## src/rtl/fphub_add_scheduler_pkg.sv

```systemverilog
// Shared FPHUB types and helpers: operand special-case classification and
// the bypass sum for pairs that never need the adder core.
package fphub_pkg;

  typedef logic [63:0] fp_raw_t;

  typedef enum logic [$clog2(7)-1:0] {
    NONE   = 3'd0,
    INF_P  = 3'd1,
    INF_N  = 3'd2,
    ZERO_P = 3'd3,
    ZERO_N = 3'd4,
    ONE_P  = 3'd5,
    ONE_N  = 3'd6
  } special_e;

  function automatic fp_raw_t field_mask(input int width);
    return (64'd1 << width) - 64'd1;
  endfunction

  // Encodings for the configured format; the sign sits at bit e+m.
  function automatic fp_raw_t pos_inf(input int e, input int m);
    return field_mask(e + m);
  endfunction

  function automatic fp_raw_t neg_inf(input int e, input int m);
    return field_mask(e + m) | (64'd1 << (e + m));
  endfunction

  function automatic fp_raw_t pos_zero(input int e, input int m);
    return field_mask(0) & fp_raw_t'(e + m);
  endfunction

  function automatic fp_raw_t neg_zero(input int e, input int m);
    return 64'd1 << (e + m);
  endfunction

  function automatic special_e classify(input fp_raw_t v, input int e, input int m);
    fp_raw_t mant;
    fp_raw_t expo;
    logic    sign;
    mant = v & field_mask(m);
    expo = (v >> m) & field_mask(e);
    sign = |((v >> (e + m)) & 64'd1);
    if (expo == field_mask(e) && mant == field_mask(m)) return sign ? INF_N : INF_P;
    if (expo == '0 && mant == '0)                      return sign ? ZERO_N : ZERO_P;
    if (expo == (64'd1 << (e - 1)) && mant == '0)      return sign ? ONE_N : ONE_P;
    return NONE;
  endfunction

  function automatic logic is_special(input special_e c);
    return (c == INF_P) || (c == INF_N) || (c == ZERO_P) || (c == ZERO_N);
  endfunction

  // Opposite infinities have no NaN in this format, so +inf stands in for it.
  function automatic fp_raw_t special_sum(input special_e cx, input special_e cy,
                                          input fp_raw_t x, input fp_raw_t y,
                                          input int e, input int m);
    logic x_zero;
    logic y_zero;
    x_zero = (cx == ZERO_P) || (cx == ZERO_N);
    y_zero = (cy == ZERO_P) || (cy == ZERO_N);
    if ((cx == INF_P && cy == INF_N) || (cx == INF_N && cy == INF_P)) return pos_inf(e, m);
    if (cx == INF_P && cy == INF_P)                                   return pos_inf(e, m);
    if (cx == INF_N && cy == INF_N)                                   return neg_inf(e, m);
    if (cx == INF_P || cy == INF_P)                                   return pos_inf(e, m);
    if (cx == INF_N || cy == INF_N)                                   return neg_inf(e, m);
    if (cx == ZERO_P && cy == ZERO_N)                                 return pos_zero(e, m);
    if (x_zero)                                                       return y;
    if (y_zero)                                                       return x;
    return '0;
  endfunction

endpackage

```

## src/rtl/fphub_add_scheduler_if.sv

```systemverilog
// Requester, core and result signals of the shared adder scheduler.
interface fphub_add_scheduler_if #(
  parameter int N = 2,
  parameter int E = 8,
  parameter int M = 23
);
  localparam int W   = E + M + 1;
  localparam int IDW = $clog2(N);

  logic [N-1:0]        req_valid;
  logic [N-1:0]        req_ready;
  logic [N-1:0][W-1:0] req_x;
  logic [N-1:0][W-1:0] req_y;
  logic                core_valid;
  logic [W-1:0]        core_x;
  logic [W-1:0]        core_y;
  logic [W-1:0]        core_result;
  logic                res_valid;
  logic                res_ready;
  logic [W-1:0]        res_data;
  logic [IDW-1:0]      res_id;
  logic                res_special;

  modport slave (
    input  req_valid, req_x, req_y, core_result, res_ready,
    output req_ready, core_valid, core_x, core_y, res_valid, res_data, res_id, res_special
  );

  modport master (
    output req_valid, req_x, req_y, core_result, res_ready,
    input  req_ready, core_valid, core_x, core_y, res_valid, res_data, res_id, res_special
  );
endinterface

```

## src/rtl/fphub_add_scheduler_fifo.sv

```systemverilog
// Shift-register result FIFO; entry 0 is the registered head, so the
// outputs hold still until popped. Push while full is allowed with a pop.
module fphub_result_fifo #(
  parameter int WIDTH = 32,
  parameter int DEPTH = 4
) (
  input  logic             clk,
  input  logic             rst,
  input  logic             push_i,
  input  logic [WIDTH-1:0] data_i,
  input  logic             pop_i,
  output logic             valid_o,
  output logic [WIDTH-1:0] data_o
);
  localparam int CW = $clog2(DEPTH + 1);

  logic [WIDTH-1:0] mem_q [DEPTH];
  logic [WIDTH-1:0] mem_d [DEPTH];
  logic [CW-1:0]    cnt_q, cnt_d;

  always_comb begin
    mem_d = mem_q;
    cnt_d = cnt_q;
    if (pop_i && cnt_q != '0) begin
      for (int i = 0; i < DEPTH - 1; i++) mem_d[i] = mem_q[i+1];
      mem_d[DEPTH-1] = '0;
      cnt_d = cnt_q - 1'b1;
    end
    if (push_i && cnt_d < CW'(DEPTH)) begin
      for (int i = 0; i < DEPTH; i++) begin
        if (CW'(i) == cnt_d) mem_d[i] = data_i;
      end
      cnt_d = cnt_d + 1'b1;
    end
  end

  always_ff @(posedge clk) begin
    if (rst) begin
      cnt_q <= '0;
      for (int i = 0; i < DEPTH; i++) mem_q[i] <= '0;
    end else begin
      cnt_q <= cnt_d;
      mem_q <= mem_d;
    end
  end

  assign valid_o = (cnt_q != '0);
  assign data_o  = mem_q[0];
endmodule

```

## src/rtl/fphub_add_scheduler.sv

```systemverilog
// Shares one fixed-latency FPHUB adder among N requesters: round-robin grant,
// special-case bypass, in-order tag delay line, credit-guarded result FIFO.
module fphub_add_scheduler
  import fphub_pkg::*;
#(
  parameter int M     = 23,
  parameter int E     = 8,
  parameter int N     = 2,
  parameter int LAT   = 3,
  parameter int DEPTH = 4
) (
  input logic clk,
  input logic rst,
  fphub_add_scheduler_if.slave bus
);
  localparam int W   = E + M + 1;
  localparam int IDW = $clog2(N);
  localparam int CW  = $clog2(DEPTH + 1);
  localparam int FW  = IDW + 1 + W;

  typedef struct packed {
    logic           valid;
    logic [IDW-1:0] id;
    logic           special;
    logic [W-1:0]   data;
  } tag_t;

  logic [IDW-1:0] rr_q, rr_d;
  logic [CW-1:0]  outstanding_q, outstanding_d;
  tag_t           dl_q [LAT];
  tag_t           dl_d [LAT];

  logic           credit_ok, grant_found, accept, push, pop, sel_special;
  logic [IDW-1:0] grant_id;
  int             best_dist;
  logic [W-1:0]   sel_x, sel_y, bypass_val, push_data;
  special_e       cls_x, cls_y;
  logic           fifo_valid;
  logic [FW-1:0]  fifo_din, fifo_dout;

  // Grant never looks at pending pops, so req_ready depends only on state.
  assign credit_ok = outstanding_q < CW'(DEPTH);

  always_comb begin
    grant_found = 1'b0;
    grant_id    = '0;
    best_dist   = N;
    for (int i = 0; i < N; i++) begin
      if (bus.req_valid[i] && ((i + N - int'(rr_q)) % N) < best_dist) begin
        best_dist   = (i + N - int'(rr_q)) % N;
        grant_id    = IDW'(i);
        grant_found = 1'b1;
      end
    end
  end

  assign accept = grant_found & credit_ok;

  always_comb begin
    bus.req_ready = '0;
    for (int i = 0; i < N; i++) begin
      if (accept && grant_id == IDW'(i)) bus.req_ready[i] = 1'b1;
    end
  end

  assign sel_x       = bus.req_x[grant_id];
  assign sel_y       = bus.req_y[grant_id];
  assign cls_x       = classify(fp_raw_t'(sel_x), E, M);
  assign cls_y       = classify(fp_raw_t'(sel_y), E, M);
  assign sel_special = is_special(cls_x) | is_special(cls_y);
  assign bypass_val  = W'(special_sum(cls_x, cls_y, fp_raw_t'(sel_x), fp_raw_t'(sel_y), E, M));

  assign bus.core_valid = accept & ~sel_special & ~rst;
  assign bus.core_x     = sel_x;
  assign bus.core_y     = sel_y;

  // Bypass results ride the same delay as core results to keep issue order.
  always_comb begin
    dl_d[0].valid   = accept;
    dl_d[0].id      = grant_id;
    dl_d[0].special = sel_special;
    dl_d[0].data    = bypass_val;
    for (int i = 1; i < LAT; i++) dl_d[i] = dl_q[i-1];
  end

  assign push      = dl_q[LAT-1].valid;
  assign push_data = dl_q[LAT-1].special ? dl_q[LAT-1].data : bus.core_result;
  assign fifo_din  = {dl_q[LAT-1].id, dl_q[LAT-1].special, push_data};
  assign pop       = fifo_valid & bus.res_ready;

  always_comb begin
    outstanding_d = outstanding_q;
    case ({accept, pop})
      2'b10:   outstanding_d = outstanding_q + 1'b1;
      2'b01:   outstanding_d = outstanding_q - 1'b1;
      default: outstanding_d = outstanding_q;
    endcase
    rr_d = rr_q;
    if (accept) rr_d = (grant_id == IDW'(N - 1)) ? '0 : grant_id + 1'b1;
  end

  always_ff @(posedge clk) begin
    if (rst) begin
      rr_q          <= '0;
      outstanding_q <= '0;
      for (int i = 0; i < LAT; i++) dl_q[i] <= '0;
    end else begin
      rr_q          <= rr_d;
      outstanding_q <= outstanding_d;
      dl_q          <= dl_d;
    end
  end

  fphub_result_fifo #(
    .WIDTH(FW),
    .DEPTH(DEPTH)
  ) u_fifo (
    .clk    (clk),
    .rst    (rst),
    .push_i (push),
    .data_i (fifo_din),
    .pop_i  (pop),
    .valid_o(fifo_valid),
    .data_o (fifo_dout)
  );

  assign bus.res_valid = fifo_valid;
  assign {bus.res_id, bus.res_special, bus.res_data} = fifo_dout;
endmodule
```

## src/flat_wrapper.sv

```systemverilog
// flat-port wrapper written by rule: the top's interface ports become plain ports
module fphub_add_scheduler_flat import fphub_pkg::*;
#(
  parameter int M     = 23,
  parameter int E     = 8,
  parameter int N     = 2,
  parameter int LAT   = 3,
  parameter int DEPTH = 4
)
  (clk, rst, bus_req_valid, bus_req_x, bus_req_y, bus_core_result, bus_res_ready, bus_req_ready, bus_core_valid, bus_core_x, bus_core_y, bus_res_valid, bus_res_data, bus_res_id, bus_res_special);
  fphub_add_scheduler_if #(.N(N), .E(E), .M(M)) bus_i ();
  input logic clk;
  input logic rst;
  input wire logic [$bits(bus_i.req_valid)-1:0] bus_req_valid;
  input wire logic [$bits(bus_i.req_x)-1:0] bus_req_x;
  input wire logic [$bits(bus_i.req_y)-1:0] bus_req_y;
  input wire logic [$bits(bus_i.core_result)-1:0] bus_core_result;
  input wire logic [$bits(bus_i.res_ready)-1:0] bus_res_ready;
  output wire logic [$bits(bus_i.req_ready)-1:0] bus_req_ready;
  output wire logic [$bits(bus_i.core_valid)-1:0] bus_core_valid;
  output wire logic [$bits(bus_i.core_x)-1:0] bus_core_x;
  output wire logic [$bits(bus_i.core_y)-1:0] bus_core_y;
  output wire logic [$bits(bus_i.res_valid)-1:0] bus_res_valid;
  output wire logic [$bits(bus_i.res_data)-1:0] bus_res_data;
  output wire logic [$bits(bus_i.res_id)-1:0] bus_res_id;
  output wire logic [$bits(bus_i.res_special)-1:0] bus_res_special;
  assign bus_i.req_valid = bus_req_valid;
  assign bus_i.req_x = bus_req_x;
  assign bus_i.req_y = bus_req_y;
  assign bus_i.core_result = bus_core_result;
  assign bus_i.res_ready = bus_res_ready;
  assign bus_req_ready = bus_i.req_ready;
  assign bus_core_valid = bus_i.core_valid;
  assign bus_core_x = bus_i.core_x;
  assign bus_core_y = bus_i.core_y;
  assign bus_res_valid = bus_i.res_valid;
  assign bus_res_data = bus_i.res_data;
  assign bus_res_id = bus_i.res_id;
  assign bus_res_special = bus_i.res_special;
  fphub_add_scheduler #(.M(M), .E(E), .N(N), .LAT(LAT), .DEPTH(DEPTH)) u_core (.clk(clk), .rst(rst), .bus(bus_i));
endmodule
```

## config.mk

```make
export PLATFORM = sky130hd
export DESIGN_NAME = fphub_add_scheduler_flat
export DESIGN_NICKNAME = d
export VERILOG_FILES = /design/src/rtl/fphub_add_scheduler_pkg.sv /design/src/rtl/fphub_add_scheduler_if.sv /design/src/rtl/fphub_add_scheduler_fifo.sv /design/src/rtl/fphub_add_scheduler.sv /design/src/flat_wrapper.sv
export SDC_FILE = /design/constraint.sdc
export NUM_CORES = 1
export LEC_CHECK = 0
export CORE_MARGIN = 1.5
export CORE_UTILIZATION = 54
export DETAILED_ROUTE_END_ITERATION = 7
export PLACE_DENSITY = 0.94
export SLEW_MARGIN = 30
export SYNTH_ARGS = -nofsm -noshare
export SYNTH_HDL_FRONTEND = slang
export SYNTH_SLANG_ARGS = --single-unit
```

## constraint.sdc

```tcl
create_clock -name clk -period 4.2 [get_ports clk]
set_clock_uncertainty 0.05 [all_clocks]
set_input_delay 0.84 -clock clk [delete_from_list [all_inputs] [get_ports clk]]
set_output_delay 0.84 -clock clk [all_outputs]
set_load 0.02 [all_outputs]
```

==> results of run 1 <==
metal layers:
layer / vias up / share of wire (%) / GRT usage [%]
met5: - / 0 / 0
met4: 0 / 4.8 / 15.5
met3: 104 / 7.8 / 5.49
met2: 604 / 50 / 57.3
met1: 5242 / 38 / 39.5
li1: 5346 / - / -
how the worst min path moves through the flow:
stage | slack (ps) | from | cells past startpoint | end
after floorplan | 360 | u_core.dl_d[35]$_SDFF_PP0_ | 1 | u_core.dl_d[0]$_SDFF_PP0_
after global placement | 370 | u_core.dl_d[20]$_SDFF_PP0_ | 1 | u_core.dl_q[20]$_SDFF_PP0_
after detailed placement | 370 | u_core.dl_d[12]$_SDFF_PP0_ | 1 | u_core.dl_q[12]$_SDFF_PP0_
after CTS | 370 | u_core.dl_d[68]$_SDFF_PP0_ | 1 | u_core.dl_d[33]$_SDFF_PP0_
after global routing | 390 | u_core.dl_d[32]$_SDFF_PP0_ | 1 | u_core.dl_q[32]$_SDFF_PP0_
final | 370 | u_core.dl_d[51]$_SDFF_PP0_ | 1 | u_core.dl_d[16]$_SDFF_PP0_
stage by stage:
stage	power, W	std cells
floorplan	0.00370	1456
global placement	0.00437	1897
detailed placement	0.00441	1897
CTS	0.00628	1932
global route	0.00658	1935
finish	0.00630	1935
cells by family after synthesis:
family / synth area share (%)
buffers and inverters: 6.76
adders and majority gates: 1.07
DFF: 44.0
xor gates and xnor gates: 0.311
and+or+nand+nor: 31.5
AOI/OAI and AO/OA: 12.8
muxes: 3.47
timing repair:
item	CTS	global route
endpoints found under the setup margin	1	1
hold buffers	0	0
gates resized for setup	2	1
flip-flops by register name (all words and copies together) (netlist names):
name	cells
u_core.u_fifo.data_o	34
u_core.u_fifo.mem_q	102
u_core.dl_d	70
u_core.dl_q	34
u_core.outstanding_q	3
u_core.rr_q	1
u_core.u_fifo.cnt_q	3
u_core.push	1
power breakdown:
group	leakage, nW	internal (W)	total, W	switching [W]
Combinational	2.95	0.000683	0.00184	0.00116
Sequential	2.00	0.00250	0.00258	0.0000805
Clock	0.325	0.00103	0.00188	0.000854
cells in the final DEF, fill, tap and decap left out, drive strengths merged, types with 3 or more instances in the layout:
| cell | n |
|---|---|
| nand2 | 466 |
| clkdlybuf4s50 | 264 |
| dfxtp | 248 |
| nor2 | 124 |
| a311oi | 102 |
| nand3 | 70 |
| nor2b | 70 |
| buf | 52 |
| a21oi | 43 |
| mux2 | 33 |
| nor4 | 33 |
| a31oi | 32 |
| nand4 | 31 |
| clkbuf | 24 |
| inv | 14 |
| ha | 8 |
| clkinv | 5 |
| nor3 | 4 |
| xor2 | 3 |
| nand2b | 3 |
| and3 | 3 |
Yosys cell counts, types with 2 or more instances:
| library cell | count | area [sq um] |
|---|---|---|
| nand2_1 | 466 | 1750 |
| dfxtp_1 | 248 | 4960 |
| nor2_1 | 122 | 458 |
| a311oi_1 | 102 | 893 |
| nand3_1 | 70 | 350 |
| nor2b_1 | 70 | 438 |
| clkbuf_1 | 68 | 255 |
| a21oi_1 | 42 | 210 |
| mux2_2 | 33 | 372 |
| a31oi_1 | 32 | 200 |
| buf_4 | 32 | 240 |
| nand4_1 | 31 | 194 |
| nor4_1 | 29 | 181 |
| buf_2 | 27 | 135 |
| buf_1 | 15 | 56.3 |
| inv_1 | 9 | 33.8 |
| ha_1 | 8 | 100 |
| nor3_1 | 4 | 20.0 |
| nor4_2 | 4 | 50.1 |
| buf_6 | 3 | 33.8 |
| xor2_1 | 3 | 26.3 |
| a2111oi_2 | 2 | 30.0 |
| a211oi_1 | 2 | 15.0 |
| a21boi_0 | 2 | 15.0 |
| and2b_1 | 2 | 15.0 |
| and3_1 | 2 | 12.5 |
| mux2i_1 | 2 | 20.0 |
| nand2b_1 | 2 | 12.5 |
| nor2_2 | 2 | 12.5 |
| o21ai_0 | 2 | 10.0 |
| o21ba_2 | 2 | 20.0 |
| or3_1 | 2 | 12.5 |
critical path, cell delays in order:
cell and delay, ps:
clkdlybuf4s50_1 470, nor4_2 470, nand4_1 160, or4_4 530, a21oi_4 190, nor2_2 50
and3_2 220, dlygate4sd2_1 330
layout make-up:
cell class                 instances  area share [%]
inverter                          11           0.280
tap                              270            2.29
timing repair buffer             317            21.2
clock buffer                      24            3.78
sequential                       248            33.7
antenna                            2          0.0340
clock inverter                    11           0.731
multi-input combinational       1052            38.0
==> flow_summary_export.csv, run 1 <==
group,metric,value,unit
outcome,outcome,"complete, no violations",
yosys,synth_ff_type,"dfxtp_1",
yosys,synth_cells,1456,
setup_path,r2r-end,"u_core.u_fifo.mem_q[41]$_SDFF_PP0_",
floorplanning,die_area,0.0218,sq mm
sta,hold_violations,0,
sta,tightest_slew,883,ps
sta,holdWs,375,ps
floorplanning,die_y,148,um
sta,setup_viol,0,
routing,drt_wl_total,37.1,mm
power,p_leak,5.28,nW
setup_path,regToRegSetupSlack,1230,ps
cts,cts.sinks,248,
yosys,ys_warn_count,0,
setup_path,crit_arrival,3250,ps
routing,drc_errors,0,
placed_design,place_area,0.0140,sq mm
global_routing,antenna_found_initial,2,
global_routing,grt_max_degree,248,
setup_path,start_kind,"input port",
setup_path,path_class,"input port to primary output",
sta,relSlewSlack,41.2,%
finish,drive_above_1_share,8.84,%
routing,wl_per_cell,19.2,um
power,p_per_area,428,mW/mm^2
global_routing,grt_util_all_layers,32.9,%
yosys,synth_seq_area_share,44.0,%
yosys,ys_types,48,
floorplanning,start_util,55.4,%
global_routing,grt_overflow_total,0,
setup_path,crit_required,3310,ps
cts,root_buffer,"clkbuf_16",
yosys,async_reset_ff_share,0,%
floorplanning,ios,267,
setup_path,worstSetupEndpoint,"bus_core_valid",
floorplanning,core-area,0.0204,sq mm
cts,path_clk_slew,70,ps
finish,fillers,1529,
cts,clockBufferDepth,3,
floorplanning,placementRows,52,
setup_path,crit_fanout,3,
yosys,synth.cell_area,0.0113,sq mm
global_routing,grt_pass1_vias,10800,
yosys,synth_edf_count,0,
finish,area_delta_synth_final,30.6,%
global_routing,grt_pass1_wl,56.9,mm
finish,stdcell_area,0.0147,sq mm
min_path,hold_class,"flip-flop to flip-flop",
placed_design,io_buffers,266,
placed_design,gp_congestion,0.939,
placed_design,hpwl,26.4,mm
run,cap_viol_max_count,0,
finish,nets,1825,
sta,slew_viol_final,0,
finish,multi_input_area,0.00559,sq mm
cts,cts_setup_buffers,0,
setup_path,startpoint,"bus_req_x[49]",
sta,rsz0062_at_grt,"false",
cts,cts_htree_levels,1,
setup_path,reg2reg_from,"u_core.u_fifo.cnt_q[0]$_SDFF_PP0_",
routing,antenna_left,0,
yosys,synth-seq-cells,248,
power,vdd_ir_drop_max,309,uV
sta,max_freq,0.242,GHz
cts,cts_buffers,21,
yosys,syn_avg_cell_area,7.75,sq um
finish,regArea,0.00496,sq mm
yosys,synth_nets,1630,
setup_path,worstSetupEndpointType,"primary output",
routing,dr_total_vias,11300,
sta,period_needed,4140,ps
routing,routed_via_density,5.84,
placed_design,pre_cts_ws,-191,ps
sta,setup-tns-final,0,ps
routing,detail_route.iter0.violations,1180,
cts,insertion_delay,510,ps
routing,first_pass_iters,5,
sta,fin_crit_sh,98.5,%
cts,cts_tree,"built",
sta,setup_slack,61.8,ps
floorplanning,fp.dieW,148,um
setup_path,r2r.worst_path.cells,11,
finish,final_util,72.3,%
Power figures use the tool's default switching activity.
==> run 2: changes to the inputs <==
Settings changed: CORE_MARGIN 1.5 to unset, CORE_UTILIZATION 54 to 55, DONT_BUFFER_PORTS set to 1, PLACE_DENSITY 0.94 to 0.78.
==> run 2 against run 1 <==
Compared with the run above:
- combinational power down 34%
- clock power increased by 24%
- global-route usage down 2.9 points
- register-to-register slack worse by 190 ps
- utilization fell by 13 points
- critical path type is now flip-flop to primary output
- largest cell class unchanged
==> flow_summary_export.csv, run 2 (synthesized netlist as in run 1, its figures left out) <==
group,metric,value,unit
routing,drt_wl_total,33.3,mm
power,p_leak,4.17,nW
setup_path,start_kind,"flip-flop",
finish,top_register,"u_core.u_fifo.mem_q",
cts,insertion_delay,510,ps
cts,postCtsHoldBufs,0,
placed_design,io_buffers,0,
sta,period_needed,3680,ps
finish,area_delta_synth_final,6.12,%
finish,largest_reg_flops,102,
sta,max_freq,0.272,GHz
setup_path,path_class,"flip-flop to primary output",
routing,antenna_left,0,
floorplanning,ios,267,
cts,path_clk_slew,60,ps
sta,fin_crit_sh,87.6,%
routing,drc_errors,0,
finish,final_cell_mix,"nand2_1 (461), dfxtp_1 (248), nor2_1 (121), a311oi_1 (102)",
run,cap_viol_max_count,0,
global_routing,grt_max_degree,249,
sta,relSlewSlack,36.0,%
sta,hold_violations,0,
global_routing,antenna_found_initial,4,
sta,setup_viol,0,
finish,final_common_cell,"nand2_1",
floorplanning,die_y,145,um
finish,nets,1529,
global_routing,grt_pass1_vias,8921,
cts,clockBufferDepth,3,
finish,drive_above_1_share,8.30,%
floorplanning,fp.dieW,145,um
cts,cts_tree,"built",
sta,rsz0062_at_grt,"false",
routing,dr_total_vias,9805,
routing,first_pass_iters,5,
placed_design,gp_congestion,0.982,
cts,cts_htree_levels,1,
sta,slew_viol_final,0,
global_routing,grt_overflow_total,0,
placed_design,hpwl,23.5,mm
sta,setup-tns-final,0,ps
power,vdd_ir_drop_max,342,uV
cts,cts_resized,0,
min_path,hold_class,"input port to flip-flop",
power,p_per_area,518,mW/mm^2
floorplanning,die_area,0.0211,sq mm
routing,routed_via_density,5.95,
cts,root_buffer,"clkbuf_16",
floorplanning,placementRows,52,
sta,tightest_slew,960,ps
floorplanning,core-area,0.0202,sq mm
cts,cts_buffers,24,
floorplanning,start_util,55.9,%
setup_path,crit_fanout,35,
cts,cts_setup_buffers,0,
global_routing,grt_pass1_wl,49.7,mm
cts,cts.sinks,248,
setup_path,worstSetupEndpointType,"primary output",
setup_path,crit_required,3310,ps
routing,detail_route.iter0.violations,788,
outcome,outcome,"complete, no violations",
power,power.total,0.00620,W
global_routing,grt_util_all_layers,30.0,%
routing,wl_per_cell,20.2,um
setup_path,crit_arrival,2790,ps
## run 2: changes by cell type in the layout (fill, tap and decap cells not counted), moves of 2 or more
cell / change
diode_2: +2
nor4_2: -2
nor4_1: +2
buf_4: -30
bufinv_16: +4
buf_12: -2
clkbuf_16: +4
clkbuf_1: +4
clkdlybuf4s50_1: -264
inv_6: -2
## run 2: final timing paths
| path | endpoint | from | depth (start not counted) | slack, ps |
|---|---|---|---|---|
| hold / removal | u_core.dl_q[26]$_SDFF_PP0_ | rst | 1 | 360 |
| setup / recovery | bus_core_valid | u_core.rr_q$_SDFFE_PP0P_ | 7 | 520 |
| hold reg to reg | u_core.dl_d[23]$_SDFF_PP0_ | u_core.dl_d[58]$_SDFF_PP0_ | 1 | 380 |
| setup reg to reg | u_core.u_fifo.mem_q[100]$_SDFF_PP0_ | u_core.u_fifo.cnt_q[0]$_SDFF_PP0_ | 12 | 1040 |
## run 2: critical path, stage by stage (launching register included)
cell	delay, ps
dfxtp_1	330
nand2b_2	260
nand2_2	520
buf_12	280
mux2i_1	310
o211a_2	250
nor2_2	60
and3_2	250
## run 2: stage by stage
step           cell area (sq um)  util [%]  instances  hold slack [ps]  worst slack (ps)
6_report                   12000      59.3       1647              362               520
5_1_grt                    12000      59.3       1647              339               375
4_1_cts                    12000      59.3       1643              340               545
3_5_place_dp               11100      55.0       1599              370               707
3_3_place_gp               11100      54.9       1599              367               767
2_1_floorplan              11300         -       1456              364              1060
## run 2: routing by layer
layer,vias up,GRT usage [%],share of wire [%]
met5,-,0,0
met2,438,50.6,48
met4,0,19.9,6.0
met3,100,7.70,8.5
li1,4755,-,-
met1,4512,33.4,37
## run 2: power by group
part	internal, W	switching, W
clock network	0.00145	0.000887
registers	0.00250	0.000156
logic	0.000292	0.000915
## run 2: final cells by class
| type | instances | area (sq um) |
|---|---|---|
| multi-input combinational | 1052 | 5580 |
| clock buffer | 33 | 686 |
| timing repair buffer | 18 | 164 |
| clock inverter | 11 | 189 |
| fill | 1856 | 8200 |
| sequential | 248 | 4960 |
| antenna | 4 | 10.0 |
| tap | 270 | 338 |
| inverter | 11 | 41.3 |
==> run 3: changes to the inputs <==
Settings changed: GPL_TIMING_DRIVEN set to 1.
Clock period 4.2 ns to 4 ns, I/O delays scaled along.
==> run 3 against run 2 <==
Compared with the run above:
- first-iteration DRC count rose by 8.4%
- utilization fell by 0.39 points
- global-route usage rose by 0.094 points
- critical path type unchanged
==> flow_summary_export.csv, run 3 (synthesized netlist as in run 1, its figures left out) <==
group,metric,value,unit
outcome,outcome,"complete, no violations",
sta,setup_viol,0,
routing,wl_per_cell,20.2,um
routing,detail_route.iter0.violations,854,
routing,dr_total_vias,9899,
placed_design,placed_cells,1599,
floorplanning,start_util,55.9,%
placed_design,hpwl,23.7,mm
finish,nets,1530,
sta,hold_violations,0,
floorplanning,core-area,0.0202,sq mm
cts,cts_setup_buffers,0,
sta,relSlewSlack,45.6,%
sta,rsz0062_at_grt,"false",
global_routing,grt_overflow_total,0,
cts,postCtsHoldBufs,0,
setup_path,crit_arrival,2750,ps
cts,cts.sinks,248,
setup_path,max_stage_delay,380,ps
floorplanning,ios,267,
placed_design,io_buffers,0,
cts,cts_tree,"built",
setup_path,path_class,"flip-flop to primary output",
routing,antenna_left,0,
setup_path,worstSetupEndpointType,"primary output",
sta,slew_viol_final,0,
sta,tightest_slew,816,ps
setup_path,path_cells,"nand2b_2, nand2_2, buf_4, mux2i_1, o211a_2, nor2_2, and3_2",
cts,cts_htree_levels,1,
cts,cts_buffers,25,
finish,final_cell_mix,"nand2_1 (461), dfxtp_1 (248), nor2_1 (121), a311oi_1 (102)",
finish,largest_reg_flops,102,
finish,drive_above_1_share,8.22,%
finish,top_register,"u_core.u_fifo.mem_q",
sta,fin_crit_sh,90.0,%
setup_path,path_buf_inv,1,
finish,final_common_cell,"nand2_1",
sta,setup-tns-final,0,ps
power,vdd_ir_drop_max,336,uV
min_path,hold_class,"input port to flip-flop",
global_routing,grt_max_degree,249,
setup_path,crit_required,3150,ps
finish,area_delta_synth_final,5.43,%
cts,path_clk_slew,60,ps
setup_path,crit_slowest_cell,"buf_4",
cts,cts_resized,0,
power,p_leak,4.15,nW
power,p_per_area,528,mW/mm^2
routing,routed_via_density,6.00,
setup_path,crit_family,"simple AND/OR/NAND/NOR gates",
global_routing,grt_pass1_vias,9008,
run,cap_viol_max_count,0,
floorplanning,fp.dieW,145,um
setup_path,crit_fanout,29,
floorplanning,die_y,145,um
global_routing,grt_pass1_wl,49.8,mm
cts,root_buffer,"clkbuf_16",
routing,first_pass_iters,5,
sta,max_freq,0.278,GHz
global_routing,grt_util_all_layers,30.1,%
cts,insertion_delay,520,ps
global_routing,antenna_found_initial,5,
sta,period_needed,3600,ps
floorplanning,placementRows,52,
routing,drc_errors,0,
setup_path,start_kind,"flip-flop",
cts,clockBufferDepth,3,
placed_design,gp_congestion,0.989,
floorplanning,die_area,0.0211,sq mm
finish,final_cells,1649,
routing,drt_wl_total,33.3,mm
[run 3: cell types whose count changed in the layout (fill, tap and decap cells not counted), moves of 2 or more]
| cell | delta |
|---|---|
| bufinv_16 | -4 |
| clkinv_2 | +3 |
| clkbuf_1 | +3 |
| clkinvlp_4 | -2 |
[run 3: power by group]
part           internal (W)  leakage, nW  switching, W
combinational      0.000308         1.76      0.000964
sequential          0.00262         2.00      0.000164
clock               0.00129        0.388      0.000929
total               0.00422         4.15       0.00206
[run 3: final cells by class]
type	count	area [sq um]
clock inverters	8	68.8
fillers	1857	8280
multi-input cells	1052	5580
inverters	11	41.3
repair buffers	18	176
well taps	270	338
flip-flops and latches	248	4960
diodes	5	12.5
clock buffers	37	711
[run 3: worst register-to-register path, delay by kind of cell, from the launching register on]
kind	cells	cell delay, ps
simple gates	4	940
buf+inv	4	550
compound gates	1	190
flops	1	330
xor+xnor	1	360
fa+ha+maj	3	620
[run 3: worst paths after layout]
kind,end,cells after the start,slack (ps),start
setup / recovery,bus_core_valid,7,400,u_core.rr_q$_SDFFE_PP0P_
hold / removal,u_core.dl_q[27]$_SDFF_PP0_,1,320,rst
hold reg to reg,u_core.dl_d[33]$_SDFF_PP0_,1,380,u_core.dl_d[68]$_SDFF_PP0_
setup reg to reg,u_core.u_fifo.mem_q[3]$_SDFF_PP0_,13,910,u_core.u_fifo.cnt_q[0]$_SDFF_PP0_
[run 3: through the flow]
stage / power [W] / area, sq um / utilization, % / worst slack, ps / hold WS (ps)
6_report: 0.00628 / 11900 / 59.0 / 399 / 320
5_1_grt: 0.00654 / 11900 / 59.0 / 329 / 301
4_1_cts: 0.00631 / 11900 / 58.9 / 453 / 299
3_5_place_dp: 0.00410 / 11100 / 55.0 / 653 / 370
3_3_place_gp: 0.00406 / 11100 / 55.0 / 728 / 366
2_1_floorplan: 0.00389 / 11300 / - / 937 / 364
[run 3: metal layers]
metal  vias up  wire length, um  GRT usage [%]
met5         -                0              0
met4         0             2580           23.4
met3       138             2740           7.42
met2       466            15700           50.1
met1      4537            12200           32.9
li1       4758                -              -
